File: src/rtl/ifu_prefetch.sv
// ifu_prefetch: instruction prefetch unit. It fetches aligned AXI read bursts
// from fetch_pc into a DEPTH-entry {pc, inst} FIFO and presents the head entry
// to the decoder.
//
// Ports:
//   clk_i, rst_i                 clock, synchronous active-high reset
//   redirect_i, redirect_pc_i    flush the buffer and restart fetch at a new pc
//   inst_o, pc_o, valid_o,       head entry to the decoder; valid_o&ready_i pops
//   ready_i
//   ar*_o / arready_i            AXI read-address channel
//   r*_i / rready_o              AXI read-data channel (rid_i is ignored)
//   err_o                        sticky fetch error
//
// Optional feature: define IFU_PREFETCH_RRESP_CHECK_EN to act on rresp_i.
// An error beat is then dropped, err_o sets until reset, and fetching stops.
// Without the macro rresp_i is ignored and err_o stays 0.
module ifu_prefetch #(
   parameter int unsigned BURST_LEN = 4,
   parameter int unsigned DEPTH     = 8,
   parameter logic [31:0] RESET_PC  = 32'h3000_0000
) (
   input  logic        clk_i,
   input  logic        rst_i,
   input  logic        redirect_i,
   input  logic [31:0] redirect_pc_i,
   output logic [31:0] inst_o,
   output logic [31:0] pc_o,
   output logic        valid_o,
   input  logic        ready_i,
   output logic [3:0]  arid_o,
   output logic [31:0] araddr_o,
   output logic [7:0]  arlen_o,
   output logic [2:0]  arsize_o,
   output logic [1:0]  arburst_o,
   output logic        arvalid_o,
   input  logic        arready_i,
   input  logic [3:0]  rid_i,
   input  logic [31:0] rdata_i,
   input  logic [1:0]  rresp_i,
   input  logic        rlast_i,
   input  logic        rvalid_i,
   output logic        rready_o,
   output logic        err_o
);
   localparam int unsigned AW = (DEPTH > 1) ? $clog2(DEPTH) : 1;
   localparam int unsigned CW = $clog2(DEPTH + 1);

   typedef enum logic [1:0] {S_IDLE, S_REQ, S_DATA, S_DRAIN} state_e;

   state_e        state_q, state_d;
   logic [31:0]   fetch_pc_q, fetch_pc_d;
   logic [31:0]   ar_addr_q, ar_addr_d;
   logic [7:0]    ar_len_q, ar_len_d;
   logic          drain_q, drain_d;   // redirect arrived while AR still pending
   logic          err_q, err_d;
   logic [AW-1:0] rd_ptr_q, rd_ptr_d, wr_ptr_q, wr_ptr_d;
   logic [CW-1:0] count_q, count_d;
   logic [31:0]   pc_mem_q   [DEPTH];
   logic [31:0]   inst_mem_q [DEPTH];

   logic [31:0]   off, beats;
   logic [CW-1:0] free;
   logic          beat, push, pop, bad_beat;

`ifdef IFU_PREFETCH_RRESP_CHECK_EN
   assign bad_beat = rresp_i[1];
   logic unused_rsp;
   assign unused_rsp = ^{rid_i, rresp_i[0]};
`else
   assign bad_beat = 1'b0;
   logic unused_rsp;
   assign unused_rsp = ^{rid_i, rresp_i};
`endif

   function automatic logic [AW-1:0] ptr_inc(input logic [AW-1:0] p);
      return (p == AW'(DEPTH - 1)) ? '0 : p + AW'(1);
   endfunction

   // Beats left before the next BURST_LEN*4-byte boundary.
   assign off   = (fetch_pc_q >> 2) & (BURST_LEN - 1);
   assign beats = BURST_LEN - off;
   assign free  = CW'(DEPTH) - count_q;

   assign arid_o    = 4'd0;
   assign arsize_o  = 3'b010;
   assign arburst_o = 2'b01;
   assign arvalid_o = (state_q == S_REQ);
   assign araddr_o  = arvalid_o ? ar_addr_q : 32'd0;
   assign arlen_o   = arvalid_o ? ar_len_q : 8'd0;
   assign rready_o  = (state_q == S_DATA) || (state_q == S_DRAIN);
   assign err_o     = err_q;

   assign valid_o = (count_q != '0);
   assign inst_o  = valid_o ? inst_mem_q[rd_ptr_q] : 32'd0;
   assign pc_o    = valid_o ? pc_mem_q[rd_ptr_q] : 32'd0;

   assign beat = rvalid_i & rready_o;
   // A redirect flushes, so neither a push nor a pop survives it.
   assign push = (state_q == S_DATA) && beat && !redirect_i && !bad_beat && !err_q;
   assign pop  = valid_o && ready_i && !redirect_i;

   always_comb begin
      rd_ptr_d = rd_ptr_q;
      wr_ptr_d = wr_ptr_q;
      count_d  = count_q;
      if (redirect_i) begin
         rd_ptr_d = '0;
         wr_ptr_d = '0;
         count_d  = '0;
      end else begin
         if (push) wr_ptr_d = ptr_inc(wr_ptr_q);
         if (pop)  rd_ptr_d = ptr_inc(rd_ptr_q);
         count_d = count_q + CW'(push) - CW'(pop);
      end
   end

   always_comb begin
      state_d    = state_q;
      fetch_pc_d = fetch_pc_q;
      ar_addr_d  = ar_addr_q;
      ar_len_d   = ar_len_q;
      drain_d    = drain_q;
      err_d      = err_q;
      unique case (state_q)
         // Space for the whole burst is reserved up front, so push never overflows.
         S_IDLE: if (!redirect_i && !err_q && (32'(free) >= beats)) begin
            state_d   = S_REQ;
            ar_addr_d = fetch_pc_q;
            ar_len_d  = 8'(beats - 1);
            drain_d   = 1'b0;
         end
         // The address is latched, so a redirect cannot disturb a pending AR.
         S_REQ: begin
            if (arready_i) state_d = (drain_q || redirect_i) ? S_DRAIN : S_DATA;
            else if (redirect_i) drain_d = 1'b1;
         end
         S_DATA: begin
            if (push) fetch_pc_d = fetch_pc_q + 32'd4;
            if (beat && !redirect_i && bad_beat) err_d = 1'b1;
            if (beat && rlast_i) state_d = S_IDLE;
            else if (redirect_i) state_d = S_DRAIN;
         end
         S_DRAIN: if (beat && rlast_i) state_d = S_IDLE;
         default: state_d = S_IDLE;
      endcase
      if (redirect_i) fetch_pc_d = {redirect_pc_i[31:2], 2'b00};
   end

   always_ff @(posedge clk_i) begin
      if (rst_i) begin
         state_q    <= S_IDLE;
         fetch_pc_q <= {RESET_PC[31:2], 2'b00};
         ar_addr_q  <= 32'd0;
         ar_len_q   <= 8'd0;
         drain_q    <= 1'b0;
         err_q      <= 1'b0;
         rd_ptr_q   <= '0;
         wr_ptr_q   <= '0;
         count_q    <= '0;
      end else begin
         state_q    <= state_d;
         fetch_pc_q <= fetch_pc_d;
         ar_addr_q  <= ar_addr_d;
         ar_len_q   <= ar_len_d;
         drain_q    <= drain_d;
         err_q      <= err_d;
         rd_ptr_q   <= rd_ptr_d;
         wr_ptr_q   <= wr_ptr_d;
         count_q    <= count_d;
      end
   end

   always_ff @(posedge clk_i) begin
      if (push) begin
         pc_mem_q[wr_ptr_q]   <= fetch_pc_q;
         inst_mem_q[wr_ptr_q] <= rdata_i;
      end
   end
endmodule

File: config.mk
export PLATFORM = sky130hd
export DESIGN_NAME = ifu_prefetch
export DESIGN_NICKNAME = d
export VERILOG_FILES = /design/src/rtl/ifu_prefetch.sv
export SDC_FILE = /design/constraint.sdc
export NUM_CORES = 1
export LEC_CHECK = 0
export ABC_AREA = 0
export BUFFER_PORTS_ARGS = -buffer_cell sky130_fd_sc_hd__buf_2
export CAP_MARGIN = 20
export CORE_ASPECT_RATIO = 0.7
export CORE_UTILIZATION = 25
export DETAILED_ROUTE_END_ITERATION = 10
export PLACE_DENSITY = 0.37
export SYNTH_ARGS = -nofsm -noshare
export SYNTH_HDL_FRONTEND = slang
export SYNTH_SLANG_ARGS = --single-unit
File: constraint.sdc
create_clock -name clk_i -period 20.7 [get_ports clk_i]
set_clock_uncertainty 0.1 [all_clocks]
set_input_delay 3.105 -clock clk_i [delete_from_list [all_inputs] [get_ports clk_i]]
set_output_delay 3.105 -clock clk_i [all_outputs]
set_load 0.01 [all_outputs]
Word-level counts from Yosys, hierarchy flattened
Memories as Yosys holds them, arrays and structs flattened. A register that Yosys moved wholly into a read port is not among the register bits.
Cells that the tools add are included.
{ "totals": {"output_inout_bits": 117, "memories": 2, "ramBits": 512, "ff_bits": 85} }
{ "mem_list": {"columns": ["memory", "depth", "word_bits", "rd", "rd_ports_with_merged_regs", "wr", "line", "text"], "rows": [
  ["inst_mem_q", 8, 32, 1, 1, 1, "59", "logic [31:0] inst_mem_q [DEPTH];"],
  ["pc_mem_q", 8, 32, 1, 1, 1, "58", "logic [31:0] pc_mem_q [DEPTH];"]
]} }
{ "classes": {"reduce_logical": 20, "mux": 26, "eq_ne": 11, "bitwise": 1, "addsub": 8, "n_lt_le_gt_ge": 1} }
{ "ops": {"columns": ["op", "n"], "rows": [
  ["$mux 32", 6],
  ["$add 32x3->32 const B", 1],
  ["$ge 4x32->1", 1],
  ["$mux 3", 6],
  ["$mux 2", 5],
  ["$mux 8", 1],
  ["$pmux 2 s4", 1],
  ["$reduce_and 4->1", 2],
  ["$add 3x1->3 const B", 2],
  ["$eq 3x3->1 const B", 2],
  ["$logic_and 1x1->1", 6],
  ["$mux 1", 6],
  ["$ne 2x2->1 const B", 3],
  ["$reduce_and 2->1", 3],
  ["$reduce_bool 2->1", 3],
  ["$sub 4x2->5 const B", 1],
  ["$add 4x1->4", 1],
  ["$eq 2x2->1 const B", 2],
  ["$ne 2x1->1 const B", 2],
  ["$reduce_bool 4->1", 1],
  ["$sub 3x2->4 const A", 1],
  ["$sub 4x1->4", 1],
  ["$sub 4x4->4 const A", 1],
  ["$ne 3x2->1 const B", 1],
  ["7 further kinds", 8]
]} }

Longest topological paths before layout
{ "logic_depth": {"ltp_word": 8, "mapped_depth": 15} }

Worst setup path after synthesis
Ideal clock, no wire load.
{ "synth_path": {"path_type": "input -> register", "start": "input redirect_i", "end": "memory inst_mem_q[4][0], enable pin", "setup_time_ns": 0.558, "required_time_ns": 20.042, "setup_slack_ns": 11.957, "arrival_ns": 8.085, "cell_stages": 5, "cell_sequence": "clkbuf_1 clkinv_1 clkbuf_1 nand3_1 nor3_1"} }
{ "synth_via": {"elab_chain_cells": 4} }
{ "synth_rtl": {"columns": ["item", "line", "text"], "rows": [
  ["from (decl)", "24", "input logic redirect_i,"],
  ["$logic_not 1->1", null, null],
  ["$logic_and 1x1->1", "99", "assign push = (state_q == S_DATA) && beat && !redirect_i && !bad_beat && !err_q;"],
  ["$mux 1", "174", "if (push) begin"],
  ["$mux 1 (implied by the code)", "176", "inst_mem_q[wr_ptr_q] <= rdata_i;"],
  ["to (decl)", "59", null]
]} }
Every way passes these cells.

==> flow_metrics.py <==
metrics = {
    "finish": {
        "finish.instance_area_sq_um": 27310,
        "final_util": 0.3011,
        "fill_cells": 9099,
        "final-seq-area_sq_um": 16530,
        "finish.net_count": 1592,
        "area_growth_pct": 18.42,
        "multi_input_area_sq_um": 6138,
        "drive_gt1_frac": 0.2786,
    },
    "setup_path": {
        "reg2reg_depth": 5,
        "reg2reg_from": "state_q[1]",
        "r2r_slack_ns": 17.05,
        "cp_max_fo": 50,
        "critPathRequiredTime_ns": 17.50,
        "reg2reg_to": "inst_mem_q[0][31]",
        "end_kind": "primary output",
        "critPathKind": "flip-flop to primary output",
        "worstPathArrival_ns": 3.72,
        "startpoint_type": "flip-flop",
    },
    "placement": {
        "dpl_cell_area_sq_um": 25310,
        "hpwl_mm": 35.53,
        "portBuffers": 171,
        "gp_congestion": 0.6905,
        "pre_cts_ws_ns": 13.93,
    },
    "grt": {
        "grt_usage": 0.1330,
        "grt_pass1_vias": 12910,
        "grt_pass1_wl_mm": 91.11,
        "grt_start_max_net_pins": 105,
        "antenna_found_initial": 0,
        "grt_overflow_total": 0,
    },
    "timing": {
        "finalCriticalPeriod_ns": 6.925,
        "hold_viol": 0,
        "relSlewSlack": 0.3203,
        "fmax_ghz": 0.1444,
        "rsz0062_at_grt": "false",
        "tightest_slew_ns": 1.020,
        "fin_tns_setup_ns": 0,
        "setup_viol": 0,
        "setup_ws_ns": 13.78,
        "finalCritPeriodShare": 0.3345,
        "slew_violations": 0,
    },
    "clock_network": {
        "cts_setup_buffers": 0,
        "clk_latency_ns": 0.63,
        "clk_pin_slew_worst_paths_ns": 0.06,
        "cts_max_path_buffers": 3,
        "cts_max_level": 2,
        "hold_buffers": 0,
        "ctsResizeCount": 0,
        "cts_tree": "built",
        "cts_sinks": 577,
        "numCtsBuffers": 60,
        "clockRootBuffer": "clkbuf_16",
    },
    "routing": {
        "ant_nets": 0,
        "via_count": 12280,
        "drc": 0,
        "wirelength_mm": 62.10,
        "drt_iter0_markers": 811,
        "firstDrtPassIters": 5,
        "via_per_inst": 4.432,
        "wire_per_inst_um": 22.41,
    },
    "logic_synthesis": {
        "ys.flop_type": "edfxtp_1",
        "yosysTopAreaCell": "edfxtp_1",
        "synth.top_cell.area_share": 0.6458,
        "netlist_area_sq_um": 23060,
        "ys_async_sr_fraction": 0,
        "synth-seq-cells": 577,
        "yosysSeqAreaShare": 0.7161,
        "synth_area_per_cell_sq_um": 17.43,
        "ys_types": 51,
        "syn_inst": 1323,
        "synth-edff-count": 496,
        "netlist_top_cells_area": "edfxtp_1 (65%), mux4_2 (12%), dfxtp_1 (7.0%), mux2i_1 (2.8%), nor2_1 (1.7%)",
        "yosysWarnings": 0,
    },
    "hold_path": {
        "hp-start": "rd_ptr_q[1]",
        "min_path_cells": 2,
        "hold_path.class": "flip-flop to flip-flop",
    },
    "floorplanning": {
        "core_area_sq_um": 90710,
        "fp.dieH_um": 256.1,
        "rows": 92,
        "start_util": 0.2542,
        "die_area_sq_um": 93490,
        "io_pins": 194,
        "die_x_um": 365.0,
    },
    "power_and_ir_drop": {
        "powerDensity_nw_per_um2": 89.79,
        "power.leakage_nw": 8.742,
        "ir_drop_mv": 0.06009,
    },
    "flow_run": {
        "maxCapViolations": 0,
    },
    "status": {
        "status": "finished clean",
    },
}
-- cells in the mapped netlist, types with 3 or more instances --
master / n
o21ai_0: 36
a21oi_1: 50
and3_1: 3
nor4_1: 10
nor2_1: 104
buf_1: 12
ha_1: 18
a211oi_1: 20
buf_4: 18
dfxtp_1: 81
mux4_2: 124
mux2i_1: 65
inv_1: 18
clkbuf_1: 46
clkbuf_2: 4
and2_1: 36
edfxtp_1: 496
xor2_1: 4
nand2_1: 29
nand3_1: 44
xnor2_1: 28
and4_1: 5
or3_1: 3
nand2b_1: 3
nand4_1: 7
buf_2: 15
nor3_1: 17
-- worst max path at each step --
stage / to / slack (ns) / cells past startpoint
6_report: inst_o[16] / 13.78 / 6
4_1_cts: inst_o[16] / 13.55 / 6
3_5_place_dp: inst_mem_q[4][24] / 13.93 / 6
3_3_place_gp: inst_mem_q[4][24] / 13.98 / 6
5_1_grt: inst_o[16] / 13.49 / 6
2_1_floorplan: inst_mem_q[4][0] / 11.96 / 5
-- stage by stage --
step | hold WS (ns) | instances | total power [mW]
after detailed placement | 0.3639 | 2655 | 1.385
after floorplan | 0.3438 | 1335 | 1.346
after CTS | 0.3752 | 2768 | 2.492
after global placement | 0.3602 | 2654 | 1.382
final | 0.3735 | 2771 | 2.452
after global routing | 0.3958 | 2769 | 2.543
-- cells in the final DEF (no fill, tap or decap), drive strengths merged, types with 3 or more instances in the layout --
cell / count
nor4: 11
a211oi: 20
a21oi: 50
nand2: 29
or3: 4
nor3: 17
xor2: 4
xnor2: 28
bufinv: 6
mux2i: 65
and3: 3
o21ai: 36
nand3: 45
clkinv: 28
mux4: 124
ha: 18
clkbuf: 75
edfxtp: 496
nand4: 9
nor2: 104
dfxtp: 81
and4: 6
conb: 14
inv: 21
buf: 195
nand2b: 3
and2: 36
-- state kept, by name (all words and copies together) (netlist names), 2 cells and up, named ones only --
| signal | cells |
|---|---|
| pc_mem_q | 240 |
| state_q | 2 |
| count_q | 4 |
| inst_mem_q | 256 |
| ar_len_q | 5 |
| ar_addr_q | 30 |
| wr_ptr_q | 3 |
| rd_ptr_q | 3 |
| fetch_pc_q | 30 |
-- where the power goes --
group	switching [mW]	total (mW)	internal (mW)
clock network	0.468	1.09	0.625
logic	0.0425	0.0661	0.0236
registers	0.0217	1.29	1.27
-- final cells by class --
type,count,area share
Tap cell,1222,0.05599
Sequential cell,577,0.6052
Timing Repair Buffer,195,0.03894
Antenna cell,2,0.0001833
Clock inverter,38,0.01361
Multi-Input combinational cell,643,0.2248
Clock buffer,75,0.05873
Inverter,19,0.002611
-- worst max-delay path, cell delays in order (launching register included) --
cell and delay (ns):
dfxtp_4 0.68, buf_4 0.68, buf_4 0.76, mux4_2 0.35, mux2i_1 0.07, nor2_1 0.27
buf_2 0.19
-- cell families (layout without fill, tap and decap cells) --
| family | count (synthesis) | in the layout | synth area share |
|---|---|---|---|
| simple gates | 274 | 274 | 0.06000 |
| mux | 189 | 189 | 0.1493 |
| fa+ha+maj | 19 | 19 | 0.01063 |
| other cells | 2 | 16 | 0.0003256 |
| xor+xnor | 32 | 32 | 0.01215 |
| buf+inv | 115 | 327 | 0.02300 |
| flops | 577 | 577 | 0.7161 |
| compound gates | 115 | 115 | 0.02843 |
-- metal layers --
layer / up-vias / wire length [um] / track usage
met2: 249 / 27980 / 0.2030
met3: 68 / 2453 / 0.02360
met5: - / 0 / 0
li1: 5510 / - / -
met4: 0 / 929 / 0.02859
met1: 6453 / 30730 / 0.1961
Note: power is estimated with default switching activity, not from simulation.
